### src/rtl/fan_pkg.sv
// Shared definitions for the fan PWM controller: default rates, derived sizes,
// counter-width helpers and the ramp FSM state type.
package fan_pkg;

    localparam int DefClkFreqHz       = 50000000;
    localparam int DefPwmFreqHz       = 25000;
    localparam int DefSettingW        = 4;
    localparam int DefDebounceCycles  = 500000;
    localparam int DefRampStepPeriods = 25;
    localparam int DefKickPeriods     = 500;

    localparam int PeriodCycles = DefClkFreqHz / DefPwmFreqHz;
    localparam int MaxLevel     = (1 << DefSettingW) - 1;

    typedef enum logic [1:0] {
        IDLE,
        KICK,
        UP,
        DOWN
    } fan_state_e;

    // Bits needed for a counter running 0..n-1 (never narrower than one bit).
    function automatic int cnt_width(input int n);
        if (n <= 2) begin
            return 1;
        end
        return $clog2(n);
    endfunction

    // Bits needed to hold any value 0..n inclusive.
    function automatic int val_width(input int n);
        if (n <= 1) begin
            return 1;
        end
        return $clog2(n + 1);
    endfunction

    function automatic int period_cycles(input int clk_hz, input int pwm_hz);
        return clk_hz / pwm_hz;
    endfunction

    function automatic int max_level(input int width);
        return (1 << width) - 1;
    endfunction

endpackage

### src/rtl/fan_debounce.sv
// Two-flop synchronizer followed by a stability debouncer for the raw fan switches.
// A new value is only accepted after it has been seen unchanged for DebounceCycles cycles.
module fan_debounce
    import fan_pkg::*;
#(
    parameter int Width          = DefSettingW,
    parameter int DebounceCycles = DefDebounceCycles,
    parameter int ResetValue     = MaxLevel
) (
    input  logic             clk_i,
    input  logic             rst_i,
    input  logic [Width-1:0] raw_setting,
    output logic [Width-1:0] stable_setting
);

    localparam int CntW = cnt_width(DebounceCycles);
    localparam logic [CntW-1:0]  CntLast  = CntW'(DebounceCycles - 1);
    localparam logic [Width-1:0] ResetVal = Width'(ResetValue);

    logic [Width-1:0] sync_a;
    logic [Width-1:0] sync_b;
    logic [Width-1:0] candidate;
    logic [CntW-1:0]  count;

    // Synchronizer flops reset to the fail-safe value so release never looks like a change.
    always_ff @(posedge clk_i or posedge rst_i) begin
        if (rst_i) begin
            sync_a <= ResetVal;
            sync_b <= ResetVal;
        end else begin
            sync_a <= raw_setting;
            sync_b <= sync_a;
        end
    end

    always_ff @(posedge clk_i or posedge rst_i) begin
        if (rst_i) begin
            candidate      <= ResetVal;
            count          <= '0;
            stable_setting <= ResetVal;
        end else if (sync_b != candidate) begin
            candidate <= sync_b;
            count     <= '0;
        end else begin
            if (count != CntLast) begin
                count <= count + 1'b1;
            end
            if ((count == CntLast) && (candidate != stable_setting)) begin
                stable_setting <= candidate;
            end
        end
    end

endmodule

### src/rtl/fan_pwm_ramp.sv
// Fan controller: debounced switch setting, period-paced level ramp with a
// spin-up kick, and a glitch-free PWM whose duty changes only at period boundaries.
module fan_pwm_ramp
    import fan_pkg::*;
#(
    parameter int ClkFreqHz       = DefClkFreqHz,
    parameter int PwmFreqHz       = DefPwmFreqHz,
    parameter int SettingW        = DefSettingW,
    parameter int DebounceCycles  = DefDebounceCycles,
    parameter int RampStepPeriods = DefRampStepPeriods,
    parameter int KickPeriods     = DefKickPeriods
) (
    input  logic                clk_i,
    input  logic                rst_i,
    input  logic [SettingW-1:0] pwm_setting_i,
    input  logic                force_full_i,
    output logic                fan_pwm_o,
    output logic [SettingW-1:0] level_o,
    output logic                busy_o,
    output logic                period_start_o
);

    localparam int Period   = period_cycles(ClkFreqHz, PwmFreqHz);
    localparam int LevelMax = max_level(SettingW);
    localparam int CntW     = cnt_width(Period);
    localparam int CmpW     = val_width(Period);
    localparam int ProdW    = SettingW + CmpW;
    localparam int KickW    = cnt_width(KickPeriods);
    localparam int StepW    = cnt_width(RampStepPeriods);

    localparam logic [CntW-1:0]     LastCnt   = CntW'(Period - 1);
    localparam logic [CmpW-1:0]     FullCmp   = CmpW'(Period);
    localparam logic [SettingW-1:0] LevelFull = SettingW'(LevelMax);
    localparam logic [KickW-1:0]    KickLoad  = KickW'(KickPeriods - 1);
    localparam logic [StepW-1:0]    StepLoad  = StepW'(RampStepPeriods - 1);

    logic [SettingW-1:0] stable;
    fan_state_e          state_q;
    fan_state_e          state_d;
    logic [SettingW-1:0] level_q;
    logic [SettingW-1:0] level_d;
    logic [SettingW-1:0] step_level;
    logic [KickW-1:0]    kick_q;
    logic [KickW-1:0]    kick_d;
    logic [StepW-1:0]    step_q;
    logic [StepW-1:0]    step_d;
    logic [CntW-1:0]     cnt_q;
    logic [CntW-1:0]     cnt_d;
    logic [CmpW-1:0]     cmp_q;
    logic [CmpW-1:0]     cmp_d;
    logic [CmpW-1:0]     cmp_nx;
    logic [ProdW-1:0]    duty_prod;
    logic                wrap;
    logic                pwm_d;

    fan_debounce #(
        .Width         (SettingW),
        .DebounceCycles(DebounceCycles),
        .ResetValue    (LevelMax)
    ) u_debounce (
        .clk_i         (clk_i),
        .rst_i         (rst_i),
        .raw_setting   (pwm_setting_i),
        .stable_setting(stable)
    );

    assign wrap       = (cnt_q == LastCnt);
    assign cnt_d      = wrap ? '0 : cnt_q + 1'b1;
    assign step_level = (stable > level_q) ? level_q + 1'b1 : level_q - 1'b1;

    // Ramp FSM; every decision is taken only at the period wrap.
    always_comb begin
        state_d = state_q;
        level_d = level_q;
        kick_d  = kick_q;
        step_d  = step_q;
        if (wrap) begin
            case (state_q)
                IDLE: begin
                    if (stable > level_q) begin
                        if (level_q == '0) begin
                            state_d = KICK;
                            kick_d  = KickLoad;
                            level_d = SettingW'(1);
                        end else begin
                            state_d = UP;
                            step_d  = StepLoad;
                        end
                    end else if (stable < level_q) begin
                        state_d = DOWN;
                        step_d  = StepLoad;
                    end
                end
                KICK: begin
                    if (stable == '0) begin
                        state_d = DOWN;
                        step_d  = StepLoad;
                    end else if (kick_q == '0) begin
                        if (stable > level_q) begin
                            state_d = UP;
                            step_d  = StepLoad;
                        end else begin
                            state_d = IDLE;
                        end
                    end else begin
                        kick_d = kick_q - 1'b1;
                    end
                end
                UP, DOWN: begin
                    if (stable == level_q) begin
                        state_d = IDLE;
                    end else if (step_q == '0) begin
                        // Direction is re-evaluated on every step, so a reversal costs no skipped level.
                        step_d  = StepLoad;
                        level_d = step_level;
                        if (step_level == stable) begin
                            state_d = IDLE;
                        end else if (stable > level_q) begin
                            state_d = UP;
                        end else begin
                            state_d = DOWN;
                        end
                    end else begin
                        step_d = step_q - 1'b1;
                    end
                end
                default: state_d = IDLE;
            endcase
        end
    end

    // Duty for the period about to start, derived from the level and state it will run with.
    assign duty_prod = ProdW'(level_d) * ProdW'(Period);

    always_comb begin
        cmp_d = CmpW'(duty_prod / ProdW'(LevelMax));
        if (state_d == KICK) begin
            cmp_d = FullCmp;
        end
    end

    assign cmp_nx = wrap ? cmp_d : cmp_q;
    assign pwm_d  = force_full_i | (CmpW'(cnt_d) < cmp_nx);

    always_ff @(posedge clk_i or posedge rst_i) begin
        if (rst_i) begin
            state_q <= IDLE;
            level_q <= LevelFull;
            kick_q  <= '0;
            step_q  <= '0;
        end else begin
            state_q <= state_d;
            level_q <= level_d;
            kick_q  <= kick_d;
            step_q  <= step_d;
        end
    end

    always_ff @(posedge clk_i or posedge rst_i) begin
        if (rst_i) begin
            cnt_q          <= '0;
            cmp_q          <= FullCmp;
            fan_pwm_o      <= 1'b1;
            period_start_o <= 1'b0;
        end else begin
            cnt_q          <= cnt_d;
            fan_pwm_o      <= pwm_d;
            period_start_o <= (cnt_d == '0);
            if (wrap) begin
                cmp_q <= cmp_d;
            end
        end
    end

    assign level_o = level_q;
    assign busy_o  = (state_q != IDLE);

endmodule

### config.mk
export PLATFORM = sky130hd
export DESIGN_NAME = fan_pwm_ramp
export DESIGN_NICKNAME = d
export VERILOG_FILES = /design/src/rtl/fan_pkg.sv /design/src/rtl/fan_debounce.sv /design/src/rtl/fan_pwm_ramp.sv
export SDC_FILE = /design/constraint.sdc
export NUM_CORES = 1
export LEC_CHECK = 0
export ABC_AREA = 1
export ABC_CLOCK_PERIOD_IN_PS = 24200
export BUFFER_PORTS_ARGS = -buffer_cell sky130_fd_sc_hd__buf_2
export CORE_MARGIN = 2
export CORE_UTILIZATION = 50
export CTS_CLUSTER_DIAMETER = 120
export DETAILED_ROUTE_END_ITERATION = 7
export HOLD_SLACK_MARGIN = 0.06
export PLACE_DENSITY = 0.63
export REMOVE_ABC_BUFFERS = 1
export SLEW_MARGIN = 40
export SYNTH_ARGS = -nofsm -noshare
export SYNTH_HDL_FRONTEND = slang
export SYNTH_SLANG_ARGS = --single-unit
### constraint.sdc
create_clock -name clk_i -period 24.2 [get_ports clk_i]
set_clock_uncertainty 0.2 [all_clocks]
set_input_delay 1.21 -clock clk_i [delete_from_list [all_inputs] [get_ports clk_i]]
set_output_delay 1.21 -clock clk_i [all_outputs]
set_load 0.005 [all_outputs]
==> out/qor.csv, run 1 <==
metric,value,unit
dieArea,13600,um2
tritoncts.num_buffers,9,
final.setup.worst_slack,12.94,ns
fp-row-count,41,
cell_repeated_most_along_the_worst_path,sky130_fd_sc_hd__nand2_1,
worstSetupPathType,reg -> reg,
routedWlPerCell,12.4,um
rsz0062_at_grt,false,
yosysSeqAreaShare,0.318,
floorplan.initialDensity,0.507,
irDropWorstVdd,0.0325,mV
floorplan.io_pins,14,
p_int,221,uW
route.met2.wl,6240,um
timing_worst_slew_pin_value,0.809,ns
critical_path_arrival,11.35,ns
dieWidth,116,um
seq_power_share,0.489,
fin_crit_sh,0.465,
power_frac_comb,0.017,
syn_area_per_cell,7.29,um2
drive_above_1_share,0.172,
p_leak,3.45,nW
dr.first_iter.drc_count,222,
grt_start_max_net_pins,42,
final.min_clock_period,11.26,ns
utilization,0.550,
endpoint_kind,flip-flop,
worst_skew_pair_latency,0.34,ns
met3_wirelength,304,um
gp_congestion,0.890,
setup-violations-final,0,
cts_resized,0,
max_freq,88.8,MHz
switching_share,0.200,
vias_per_cell,5.12,
fp.dieH,116,um
clk_pin_slew,0.06,ns
num-nets-final,935,
cts_tree,done,
ys_types,45,
post_synth_main_area_contributors,"sky130_fd_sc_hd__dfrtp_1 (21%), sky130_fd_sc_hd__dfstp_2 (11%), sky130_fd_sc_hd__nand2_1 (10%)",
areaGrowthSynthToFinish,8.39,%
asyncSetResetFlopFracSynth,1.00,
critical-path-slowest-cell,sky130_fd_sc_hd__fa_1,
detailed_place_hpwl,10400,um
syn_area,6320,um2
top_layer_used,met4,
report.final.slew_viol_count,0,
power.share.clock,0.494,
drt-pass1-iter-count,5,
cts_num_sinks,79,
drc,0,
drt.antenna.violating_nets,0,
clk_path_buf_depth,2,
first_global_vias,5310,
max_cap_violations,0,
setup-tns-final,0,ns
placement.setup.worst_slack,13.03,ns
yosysWarnings,0,
synth.largest_area_cell,sky130_fd_sc_hd__dfrtp_1,
global_route_wire_length_before_repair,23300,um
outcome,completed,
groute.usage.overall,0.214,
slew_headroom,0.456,
synth_top_cell_area_share,0.206,
number_of_enable_type_register_cells_in_the_synthesized_netlist,0,
timing.critical_path.fanout_max,11,
antenna_cells_inserted,0,
powerDensity,40.3,nW/um2
synth-seq-cells,79,
worstHoldPathType,reg -> reg,
critical_path.startpoint_type,flip-flop,
grt-ovfl-total,0,
num_vias,5419,
synth-main-ff-cell,sky130_fd_sc_hd__dfrtp_1,
antenna_found_initial,0,
ctsHoldBuffers,0,
cts-root-buf,sky130_fd_sc_hd__clkbuf_16,
core_footprint,12500,um2
clock_tree.htree_level_count,3,
synthCells,867,
hold_viol_final,0,
route.layer.met1.wl,6330,um
routed_wirelength,13100,um
p_switching,55.3,uW
fin_worst_hold_slack,0.155,ns
cts_setup_buffers,0,
worstPathRequired,24.28,ns
crit_path_max_incr_delay,0.59,ns
place.port_buffers,13,
num-fill-cells,1195,
==> final timing paths <==
path	slack, ns	startpoint	cells past startpoint	end
setup / recovery	12.94	level_o[3]$_DFF_PP1_	82	fan_pwm_o$_DFF_PP1_
max in group asynchronous	22.12	rst_i	3	cmp_q[10]$_DFF_PP1_
setup reg to reg	12.94	level_o[3]$_DFF_PP1_	82	fan_pwm_o$_DFF_PP1_
hold reg to reg	0.15	u_debounce.sync_a[1]$_DFF_PP1_	0	u_debounce.sync_b[1]$_DFF_PP1_
hold / removal	0.15	u_debounce.sync_a[1]$_DFF_PP1_	0	u_debounce.sync_b[1]$_DFF_PP1_
min in group asynchronous	0.75	rst_i	2	u_debounce.count[7]$_DFFE_PP0P_
==> power groups by stage <==
| stage | registers [mW] | logic, mW | clock network (mW) |
|---|---|---|---|
| floorplan | 0.137 | 0.00311 | 0 |
| global placement | 0.137 | 0.00479 | 0 |
| detailed placement | 0.137 | 0.00491 | 0 |
| CTS | 0.135 | 0.00494 | 0.140 |
| global route | 0.135 | 0.00560 | 0.148 |
| finish | 0.135 | 0.00465 | 0.137 |
==> cells in the mapped netlist, types with 8 or more instances <==
| cell | count |
|---|---|
| sky130_fd_sc_hd__nor2_1 | 58 |
| sky130_fd_sc_hd__o21ai_0 | 44 |
| sky130_fd_sc_hd__nand3_1 | 64 |
| sky130_fd_sc_hd__dfstp_2 | 27 |
| sky130_fd_sc_hd__nor2_2 | 10 |
| sky130_fd_sc_hd__ha_1 | 38 |
| sky130_fd_sc_hd__nand3_2 | 12 |
| sky130_fd_sc_hd__nand2_2 | 31 |
| sky130_fd_sc_hd__nand2_1 | 172 |
| sky130_fd_sc_hd__dfrtp_1 | 52 |
| sky130_fd_sc_hd__nor3_1 | 26 |
| sky130_fd_sc_hd__nand4_1 | 15 |
| sky130_fd_sc_hd__xor2_1 | 14 |
| sky130_fd_sc_hd__fa_1 | 8 |
| sky130_fd_sc_hd__inv_2 | 17 |
| sky130_fd_sc_hd__a21oi_1 | 41 |
| sky130_fd_sc_hd__o21ai_1 | 9 |
| sky130_fd_sc_hd__inv_1 | 145 |
==> kinds of logic after synthesis <==
| family | share of synthesized area |
|---|---|
| compound gates | 0.113 |
| xor+xnor | 0.0249 |
| mux | 0.00178 |
| buf+inv | 0.106 |
| simple gates | 0.336 |
| fa+ha+maj | 0.101 |
| flops | 0.318 |
==> layout by cell type, fill, tap and decap left out, types with 3 or more instances in the layout <==
| master | instances |
|---|---|
| sky130_fd_sc_hd__a211oi_1 | 5 |
| sky130_fd_sc_hd__a21oi_1 | 41 |
| sky130_fd_sc_hd__a31oi_1 | 3 |
| sky130_fd_sc_hd__buf_2 | 13 |
| sky130_fd_sc_hd__clkbuf_16 | 9 |
| sky130_fd_sc_hd__dfrtp_1 | 52 |
| sky130_fd_sc_hd__dfstp_2 | 27 |
| sky130_fd_sc_hd__fa_1 | 8 |
| sky130_fd_sc_hd__ha_1 | 38 |
| sky130_fd_sc_hd__inv_1 | 144 |
| sky130_fd_sc_hd__inv_2 | 17 |
| sky130_fd_sc_hd__nand2_1 | 172 |
| sky130_fd_sc_hd__nand2_2 | 31 |
| sky130_fd_sc_hd__nand2_4 | 6 |
| sky130_fd_sc_hd__nand3_1 | 64 |
| sky130_fd_sc_hd__nand3_2 | 12 |
| sky130_fd_sc_hd__nand3b_1 | 3 |
| sky130_fd_sc_hd__nand4_1 | 15 |
| sky130_fd_sc_hd__nor2_1 | 58 |
| sky130_fd_sc_hd__nor2_2 | 10 |
| sky130_fd_sc_hd__nor2_4 | 6 |
| sky130_fd_sc_hd__nor3_1 | 26 |
| sky130_fd_sc_hd__nor3b_1 | 3 |
| sky130_fd_sc_hd__nor4_1 | 6 |
| sky130_fd_sc_hd__o211ai_1 | 4 |
| sky130_fd_sc_hd__o21a_1 | 6 |
| sky130_fd_sc_hd__o21ai_0 | 44 |
| sky130_fd_sc_hd__o21ai_1 | 9 |
| sky130_fd_sc_hd__o21bai_1 | 5 |
| sky130_fd_sc_hd__o22ai_1 | 3 |
| sky130_fd_sc_hd__or2_2 | 6 |
| sky130_fd_sc_hd__xnor2_1 | 4 |
| sky130_fd_sc_hd__xor2_1 | 14 |
==> registers in the layout, indices dropped and copies added (netlist names) <==
name                       flops
cmp_q                         11
u_debounce.candidate           4
u_debounce.sync_b              4
u_debounce.sync_a              4
level_o                        4
fan_pwm_o                      1
step_q                         5
u_debounce.count              19
state_q                        2
kick_q                         9
cnt_q                         11
period_start_o                 1
u_debounce.stable_setting      4
==> per-stage QoR <==
step                      instances  power, mW  area (um2)
final                          1059      0.276        6850
after global placement         1043      0.142        6550
after floorplan                 857      0.140        6260
after detailed placement       1043      0.142        6550
after CTS                      1059      0.280        6850
after global routing           1059      0.289        6850
==> critical path, delay by kind of cell, from the launching register on <==
| kind | cells | cell delay [ns] |
|---|---|---|
| AO/OA/AOI/OAI | 7 | 1.20 |
| XOR/XNOR | 2 | 0.30 |
| buffers and inverters | 17 | 1.28 |
| flip-flops | 1 | 0.55 |
| adder cells (fa/ha/maj) | 8 | 2.82 |
| AND/OR/NAND/NOR | 48 | 4.85 |
==> routing by layer <==
metal  GRT usage  vias up
met5           0        -
met4      0.0730        0
met3      0.0410       20
met2       0.366       56
met1       0.271     2508
li1            -     2835
==> area by class of cell <==
| class | count | area [um2] | share of cell area |
|---|---|---|---|
| inverter | 162 | 609 | 0.0889 |
| tap | 172 | 215 | 0.0314 |
| clock inverter | 3 | 41.3 | 0.00603 |
| sequential | 79 | 2010 | 0.293 |
| multi-input combinational | 616 | 3640 | 0.532 |
| clock buffer | 13 | 260 | 0.0380 |
| timing repair buffer | 14 | 72.6 | 0.0106 |
No activity file was read; power rests on OpenSTA's default activity.
==> run 2: changes to the inputs <==
--- a/config.mk
+++ b/config.mk
@@ -5,15 +5,15 @@
 export SDC_FILE = /design/constraint.sdc
 export NUM_CORES = 1
 export LEC_CHECK = 0
-export ABC_AREA = 1
-export ABC_CLOCK_PERIOD_IN_PS = 24200
+export ABC_AREA = 0
+export ABC_CLOCK_PERIOD_IN_PS = 9600
 export BUFFER_PORTS_ARGS = -buffer_cell sky130_fd_sc_hd__buf_2
 export CORE_MARGIN = 2
 export CORE_UTILIZATION = 50
 export CTS_CLUSTER_DIAMETER = 120
 export DETAILED_ROUTE_END_ITERATION = 7
 export HOLD_SLACK_MARGIN = 0.06
-export PLACE_DENSITY = 0.63
+export PLACE_DENSITY = 0.65
 export REMOVE_ABC_BUFFERS = 1
 export SLEW_MARGIN = 40
 export SYNTH_ARGS = -nofsm -noshare
==> constraint.sdc (replaced) <==
create_clock -name clk_i -period 9.6 [get_ports clk_i]
set_clock_uncertainty 0.2 [all_clocks]
set_input_delay 0.48 -clock clk_i [delete_from_list [all_inputs] [get_ports clk_i]]
set_output_delay 0.48 -clock clk_i [all_outputs]
set_load 0.005 [all_outputs]
==> run 2 against run 1 <==
The run now ends with negative setup slack left. Routed wire length grew 59%. Maximum frequency is 6.8% higher. Critical path depth is 31 lower. Clock power grew to 2.6 times the previous value. First-iteration DRC count up 95%. Non-clock buffer count rose by 268. Sequential power grew to 2.5 times the previous value. Via count is 29% higher. Setup slack got worse by 14 ns. Die area rose by 2.6%.
==> out/qor.csv, run 2 <==
metric,value,unit,change
outcome,"complete, but fails checks",,
violations,negative setup slack,,
gp_congestion,0.942,,+5.9%
dieArea,13900,um2,+2.6%
synthCells,759,,-12%
final.min_clock_period,10.55,ns,-0.718 ns
routedWlPerCell,17.3,um,+39%
vias_per_cell,5.80,,+13%
irDropWorstVdd,0.0853,mV,+160%
report.final.slew_viol_count,0,,unchanged
post_synth_main_area_contributors,"sky130_fd_sc_hd__dfrtp_1 (20%), sky130_fd_sc_hd__dfstp_2 (11%), sky130_fd_sc_hd__ha_1 (7.3%)",,
syn_area,6490,um2,+2.7%
yosysMostFrequentCell,sky130_fd_sc_hd__nor2_1,,
setup-violations-final,4,,+4
drt-pass1-iter-count,4,,-1
r2r-start,level_o[1]$_DFF_PP1_,,
cts-root-buf,sky130_fd_sc_hd__clkbuf_16,,
max_cap_violations,0,,unchanged
layout.cell_area.non_filler,9890,um2,+44%
num-nets-final,1081,,+16%
yosysWarnings,0,,unchanged
worst_r2r_path_depth,51,,-38%
synth-main-ff-cell,sky130_fd_sc_hd__dfrtp_1,,
clock_tree.htree_level_count,3,,unchanged
core_footprint,12700,um2,+1.6%
hold_viol_final,0,,unchanged
dp_area,8250,um2,+26%
critical_path.startpoint_type,flip-flop,,
clk_pin_slew,0.06,ns,about the same
detailed_place_hpwl,13600,um,+30%
critical_path_arrival,10.59,ns,-0.76 ns
top_layer_used,met4,,
asyncSetResetFlopFracSynth,1.00,,unchanged
critical-path-slowest-cell,sky130_fd_sc_hd__fa_1,,
synth_top_cell_area_share,0.200,,-0.00547
cts_num_sinks,79,,unchanged
number_of_enable_type_register_cells_in_the_synthesized_netlist,0,,unchanged
areaGrowthSynthToFinish,52.2,%,
routed_wirelength,20800,um,+59%
clk_path_buf_depth,2,,unchanged
worstPathRequired,9.64,ns,-14.64 ns
worstHoldPathType,in -> async,,
p_leak,4.36,nW,+26%
utilization,0.780,,+0.231
fp-row-count,41,,unchanged
setup-tns-final,-2.48,ns,-2.48 ns
ys_types,92,,+100%
synth-seq-cells,79,,unchanged
registers.top_by_ff_count,u_debounce.count,,
groute.usage.overall,0.275,,+0.0614
synth.cells.most_frequent,"sky130_fd_sc_hd__nor2_1 (80), sky130_fd_sc_hd__nand2_1 (63), sky130_fd_sc_hd__dfrtp_1 (52), sky130_fd_sc_hd__inv_1 (48), sky130_fd_sc_hd__a21oi_1 (46)",,
biggestRegsByFlops,"u_debounce.count: 19 flops, cmp_q: 11 flops, cnt_q: 11 flops",,
fp.dieH,118,um,+1.3%
floorplan.io_pins,14,,unchanged
tritoncts.num_buffers,9,,unchanged
grt-ovfl-total,0,,unchanged
num_vias,6993,,+29%
timing_worst_slew_pin_value,0.690,ns,-0.118 ns
report.power.total,706,uW,+160%
final.setup.worst_slack,-0.945,ns,-13.88 ns
grt_start_max_net_pins,80,,+90%
drt.antenna.violating_nets,0,,unchanged
drc,0,,unchanged
dieWidth,118,um,+1.3%
powerDensity,71.4,nW/um2,+77%
antenna_found_initial,0,,unchanged
met3_wirelength,897,um,+200%
synth.largest_area_cell,sky130_fd_sc_hd__dfrtp_1,,
slew_headroom,0.533,,+0.0774
fin_crit_sh,1.10,,+0.633
largest_reg_flops,19,,unchanged
drive_above_1_share,0.458,,+0.285
crit_path_max_incr_delay,0.57,ns,-0.02 ns
worstSetupPathType,reg -> reg,,
first_global_vias,6966,,+31%
worst_r2r_end,fan_pwm_o$_DFF_PP1_,,
num-fill-cells,837,,-30%
endpoint_kind,flip-flop,,
floorplan.initialDensity,0.513,,+0.00541
setup.reg_to_reg.worst_slack,-0.95,ns,-13.88 ns
route.layer.met1.wl,8650,um,+37%
global_route_wire_length_before_repair,31900,um,+37%
cts_tree,done,,
placement.setup.worst_slack,-1.33,ns,-14.37 ns
timing.critical_path.fanout_max,6,,-5
worst_skew_pair_latency,0.34,ns,about the same
antenna_cells_inserted,0,,unchanged
layout_common_cells,"sky130_fd_sc_hd__buf_4 (239), sky130_fd_sc_hd__nor2_1 (70), sky130_fd_sc_hd__nand2_1 (59)",,
max_freq,94.8,MHz,+6.8%
mostFrequentLayoutCell,sky130_fd_sc_hd__buf_4,,
rsz0062_at_grt,true,,
route.met2.wl,10700,um,+71%
dr.first_iter.drc_count,432,,+95%
yosysSeqAreaShare,0.310,,-0.00845
syn_area_per_cell,8.56,um2,+17%
place.port_buffers,13,,unchanged
run 2: cell types whose count changed in the layout (fill, tap and decap cells not counted), moves of 12 or more:
| cell | previous run | this run |
|---|---|---|
| sky130_fd_sc_hd__nor2_1 | 58 | 70 |
| sky130_fd_sc_hd__ha_1 | 38 | 24 |
| sky130_fd_sc_hd__buf_6 | 0 | 24 |
| sky130_fd_sc_hd__a21oi_1 | 41 | 29 |
| sky130_fd_sc_hd__buf_4 | 1 | 239 |
| sky130_fd_sc_hd__inv_1 | 144 | 40 |
| sky130_fd_sc_hd__xnor2_1 | 4 | 19 |
| sky130_fd_sc_hd__nand2_2 | 31 | 4 |
| sky130_fd_sc_hd__nand2_1 | 172 | 59 |
| sky130_fd_sc_hd__nand3_1 | 64 | 25 |
| sky130_fd_sc_hd__o21ai_0 | 44 | 27 |
run 2: where the power goes:
part | leakage [nW] | internal (mW) | switching [mW]
registers | 0.993 | 0.339 | 0.00206
logic | 3.22 | 0.00461 | 0.00973
clock network | 0.149 | 0.209 | 0.142
run 2: timing repair:
item	4_1_cts	5_1_grt
pin swaps	55	67
setup endpoints to repair	5	5
hold endpoints to repair	4	0
hold buffers	4	0
buffers inserted	30	30
resized for setup	78	101
gates cloned	0	0
run 2: cell type report:
class | count | area [um2] | area share
Clock buffer | 10 | 239 | 0.0242
Timing Repair Buffer | 282 | 2190 | 0.221
Clock inverter | 6 | 65.1 | 0.00658
Sequential cell | 79 | 2010 | 0.203
Multi-Input combinational cell | 605 | 4980 | 0.503
Tap cell | 172 | 215 | 0.0218
Inverter | 51 | 191 | 0.0194
run 2: layer usage:
metal / vias up / global-route usage
met5: - / 0
met4: 0 / 0.0964
met3: 66 / 0.0504
met2: 223 / 0.484
met1: 3400 / 0.336
li1: 3304 / -
run 2: kinds of logic (layout without fill, tap and decap cells):
| group | Yosys count | after routing | share of synthesized area |
|---|---|---|---|
| simple gates | 297 | 297 | 0.235 |
| compound gates | 195 | 195 | 0.215 |
| flops | 79 | 79 | 0.310 |
| buf+inv | 75 | 349 | 0.0449 |
| xor+xnor | 50 | 50 | 0.0674 |
| fa+ha+maj | 47 | 47 | 0.0994 |
| mux | 16 | 16 | 0.0291 |
run 2: through the flow:
stage,cells,hold WS [ns]
6_report,1205,0.127
5_1_grt,1205,0.154
4_1_cts,1178,0.154
3_5_place_dp,1129,0.147
3_3_place_gp,1129,0.146
2_1_floorplan,735,0.145
run 2: worst max-delay path, delay by kind of cell (launching register included):
| family | cells | cell delay (ns) |
|---|---|---|
| mux | 2 | 0.54 |
| compound gates | 17 | 3.06 |
| xor+xnor | 3 | 0.61 |
| simple gates | 13 | 2.25 |
| fa+ha+maj | 7 | 2.22 |
| buf+inv | 9 | 0.98 |
| flops | 1 | 0.54 |
run 2: worst max-delay path by stage:
stage,start,end,depth (start not counted)
2_1_floorplan,level_o[1]$_DFF_PP1_,fan_pwm_o$_DFF_PP1_,54
4_1_cts,level_o[1]$_DFF_PP1_,fan_pwm_o$_DFF_PP1_,52
5_1_grt,level_o[1]$_DFF_PP1_,fan_pwm_o$_DFF_PP1_,53
6_report,level_o[1]$_DFF_PP1_,fan_pwm_o$_DFF_PP1_,51
3_3_place_gp,level_o[1]$_DFF_PP1_,fan_pwm_o$_DFF_PP1_,51
3_5_place_dp,level_o[1]$_DFF_PP1_,fan_pwm_o$_DFF_PP1_,51
==> run 3: changes to the inputs <==
--- a/config.mk
+++ b/config.mk
@@ -15,6 +15,7 @@
 export HOLD_SLACK_MARGIN = 0.06
 export PLACE_DENSITY = 0.65
 export REMOVE_ABC_BUFFERS = 1
+export SETUP_SLACK_MARGIN = 0.2
 export SLEW_MARGIN = 40
 export SYNTH_ARGS = -nofsm -noshare
 export SYNTH_HDL_FRONTEND = slang
==> run 3 against run 2 <==
The run still ends with negative setup slack left. Largest cell class unchanged. Via count increased by 0.21%. Combinational power about the same. Core utilization decreased by 0.91 points. Cell count decreased by 0.17%.
==> out/qor.csv, run 3 (same netlist as run 2, synthesis figures left out) <==
metric,value,unit,change
seq_power_share,0.483,,about the same
route.layer.met1.wl,8560,um,-1.1%
outcome,"complete, but fails checks",,
p_switching,152,uW,-1.0%
timing_worst_slew_pin_value,0.691,ns,+0.000196 ns
largest_reg_flops,19,,unchanged
cts_tree,done,,
num_vias,7008,,+0.21%
critical_path.startpoint_type,flip-flop,,
groute.usage.overall,0.276,,+0.00114
report.power.total,705,uW,-0.22%
tritoncts.num_buffers,9,,unchanged
floorplan.initialDensity,0.513,,unchanged
registers.top_by_ff_count,u_debounce.count,,
core_footprint,12700,um2,unchanged
fin_crit_sh,1.09,,-0.00531
routedWlPerCell,17.1,um,-1.0%
dieWidth,118,um,unchanged
clock_tree.htree_level_count,3,,unchanged
switching_share,0.216,,-0.00170
p_leak,4.33,nW,-0.79%
worst_skew_pair_latency,0.34,ns,about the same
r2r-start,level_o[1]$_DFF_PP1_,,
top_layer_used,met4,,
routed_wirelength,20600,um,-1.2%
cell_repeated_most_along_the_worst_path,sky130_fd_sc_hd__inv_2,,
crit_path_max_delay_family,simple AND/OR/NAND/NOR gates,,
setup.reg_to_reg.worst_slack,-0.89,ns,+0.05 ns
worstPathRequired,9.64,ns,about the same
detailed_place_hpwl,13600,um,unchanged
drt-pass1-iter-count,5,,+1
worstSetupPathType,reg -> reg,,
fp-row-count,41,,unchanged
dp_area,8250,um2,unchanged
dr.first_iter.drc_count,550,,+27%
critical_path_arrival,10.54,ns,-0.05 ns
first_global_vias,6930,,-0.52%
place.port_buffers,13,,unchanged
endpoint_kind,flip-flop,,
hold_viol_final,0,,unchanged
num-nets-final,1079,,-0.19%
irDropWorstVdd,0.0888,mV,+4.2%
power.share.clock,0.496,,about the same
clk_path_buf_depth,2,,unchanged
violations,negative setup slack,,
met3_wirelength,900,um,+0.33%
num-fill-cells,841,,+0.48%
max_freq,95.3,MHz,+0.49%
slew_headroom,0.533,,about the same
rsz0062_at_grt,true,,
gp_congestion,0.942,,unchanged
route.met2.wl,10500,um,-1.1%
dieArea,13900,um2,unchanged
crit_path_max_incr_delay,0.57,ns,about the same
layout.cell_area.non_filler,9770,um2,-1.2%
grt_start_max_net_pins,80,,unchanged
global_route_wire_length_before_repair,32000,um,+0.48%
report.final.slew_viol_count,0,,unchanged
cts_num_sinks,79,,unchanged
grt-ovfl-total,0,,unchanged
powerDensity,72.1,nW/um2,+0.95%
drive_above_1_share,0.445,,-0.0127
layout_common_cells,"sky130_fd_sc_hd__buf_4 (235), sky130_fd_sc_hd__nor2_1 (71), sky130_fd_sc_hd__nand2_1 (61)",,
biggestRegsByFlops,"u_debounce.count: 19 flops, cmp_q: 11 flops, cnt_q: 11 flops",,
vias_per_cell,5.83,,+0.38%
max_cap_violations,0,,unchanged
utilization,0.771,,-0.00908
drc,0,,unchanged
cts-root-buf,sky130_fd_sc_hd__clkbuf_16,,
final.setup.worst_slack,-0.894,ns,+0.0509 ns
mostFrequentLayoutCell,sky130_fd_sc_hd__buf_4,,
setup-tns-final,-2.64,ns,-0.165 ns
critical-path-slowest-cell,sky130_fd_sc_hd__fa_1,,
final.min_clock_period,10.49,ns,-0.0509 ns
fp.dieH,118,um,unchanged
cp.buffers_inverters,6,,-3
power_frac_comb,0.020,,about the same
antenna_found_initial,0,,unchanged
antenna_cells_inserted,0,,unchanged
drt.antenna.violating_nets,0,,unchanged
worstHoldPathType,in -> async,,
clk_pin_slew,0.06,ns,about the same
timing.critical_path.fanout_max,5,,-1
floorplan.io_pins,14,,unchanged
setup-violations-final,4,,unchanged
p_int,552,uW,about the same
worst_r2r_path_depth,55,,+7.8%
worst_r2r_end,fan_pwm_o$_DFF_PP1_,,
areaGrowthSynthToFinish,50.5,%,
## run 3: cell count changes in the layout (fill, tap and decap cells not counted), moves of 2 or more
cell / previous run / this run
sky130_fd_sc_hd__buf_6: 24 / 26
sky130_fd_sc_hd__o21ai_2: 7 / 4
sky130_fd_sc_hd__buf_4: 239 / 235
sky130_fd_sc_hd__a21oi_1: 29 / 32
sky130_fd_sc_hd__o21ai_1: 5 / 8
sky130_fd_sc_hd__a21oi_2: 12 / 10
sky130_fd_sc_hd__nand2_1: 59 / 61
sky130_fd_sc_hd__nand2_2: 4 / 1
## run 3: power by group through the flow
stage          combinational, mW  clock, mW  sequential, mW
6_report                  0.0143      0.350           0.341
5_1_grt                   0.0161      0.367           0.341
4_1_cts                   0.0142      0.355           0.341
3_5_place_dp              0.0128          0           0.346
3_3_place_gp              0.0121          0           0.346
2_1_floorplan            0.00799          0           0.346
## run 3: how the worst max path moves through the flow
stage | start | end | cells after the start | slack [ns]
2_1_floorplan | level_o[1]$_DFF_PP1_ | fan_pwm_o$_DFF_PP1_ | 54 | -1.78
4_1_cts | level_o[1]$_DFF_PP1_ | fan_pwm_o$_DFF_PP1_ | 52 | -0.69
6_report | level_o[1]$_DFF_PP1_ | fan_pwm_o$_DFF_PP1_ | 55 | -0.89
3_5_place_dp | level_o[1]$_DFF_PP1_ | fan_pwm_o$_DFF_PP1_ | 51 | -1.33
3_3_place_gp | level_o[1]$_DFF_PP1_ | fan_pwm_o$_DFF_PP1_ | 51 | -1.01
5_1_grt | level_o[1]$_DFF_PP1_ | fan_pwm_o$_DFF_PP1_ | 56 | -1.41
## run 3: tightest hold or removal path, cell delays in order
cell and delay [ns]:
sky130_fd_sc_hd__buf_2 0.10, sky130_fd_sc_hd__inv_2 0.05, sky130_fd_sc_hd__buf_6 0.54
## run 3: final cells by class
class,count,area [um2],area share
Clock buffer,10,239,0.0245
Clock inverter,6,65.1,0.00666
Inverter,51,191,0.0196
Multi-Input combinational cell,605,4870,0.498
Sequential cell,79,2010,0.206
Tap cell,172,215,0.0220
Timing Repair Buffer,280,2180,0.223
## run 3: repair_timing
item | in CTS | in global routing
setup endpoints to repair | 5 | 5
pin swaps | 55 | 58
gates resized for setup | 84 | 78
hold endpoints to repair | 4 | 0
hold buffers | 4 | 0
setup buffers | 30 | 22
## run 3: per-layer routing
metal | GRT usage | vias to the layer above
li1 | - | 3298
met1 | 0.340 | 3409
met2 | 0.491 | 230
met3 | 0.0451 | 71
met4 | 0.0896 | 0
met5 | 0 | -
## run 3: per-stage QoR
stage | cells | setup slack (ns) | hold slack [ns]
after floorplan | 735 | -1.78 | 0.145
after global placement | 1129 | -1.01 | 0.146
after detailed placement | 1129 | -1.33 | 0.147
after CTS | 1179 | -0.692 | 0.154
after global routing | 1203 | -1.41 | 0.154
final | 1203 | -0.894 | 0.130
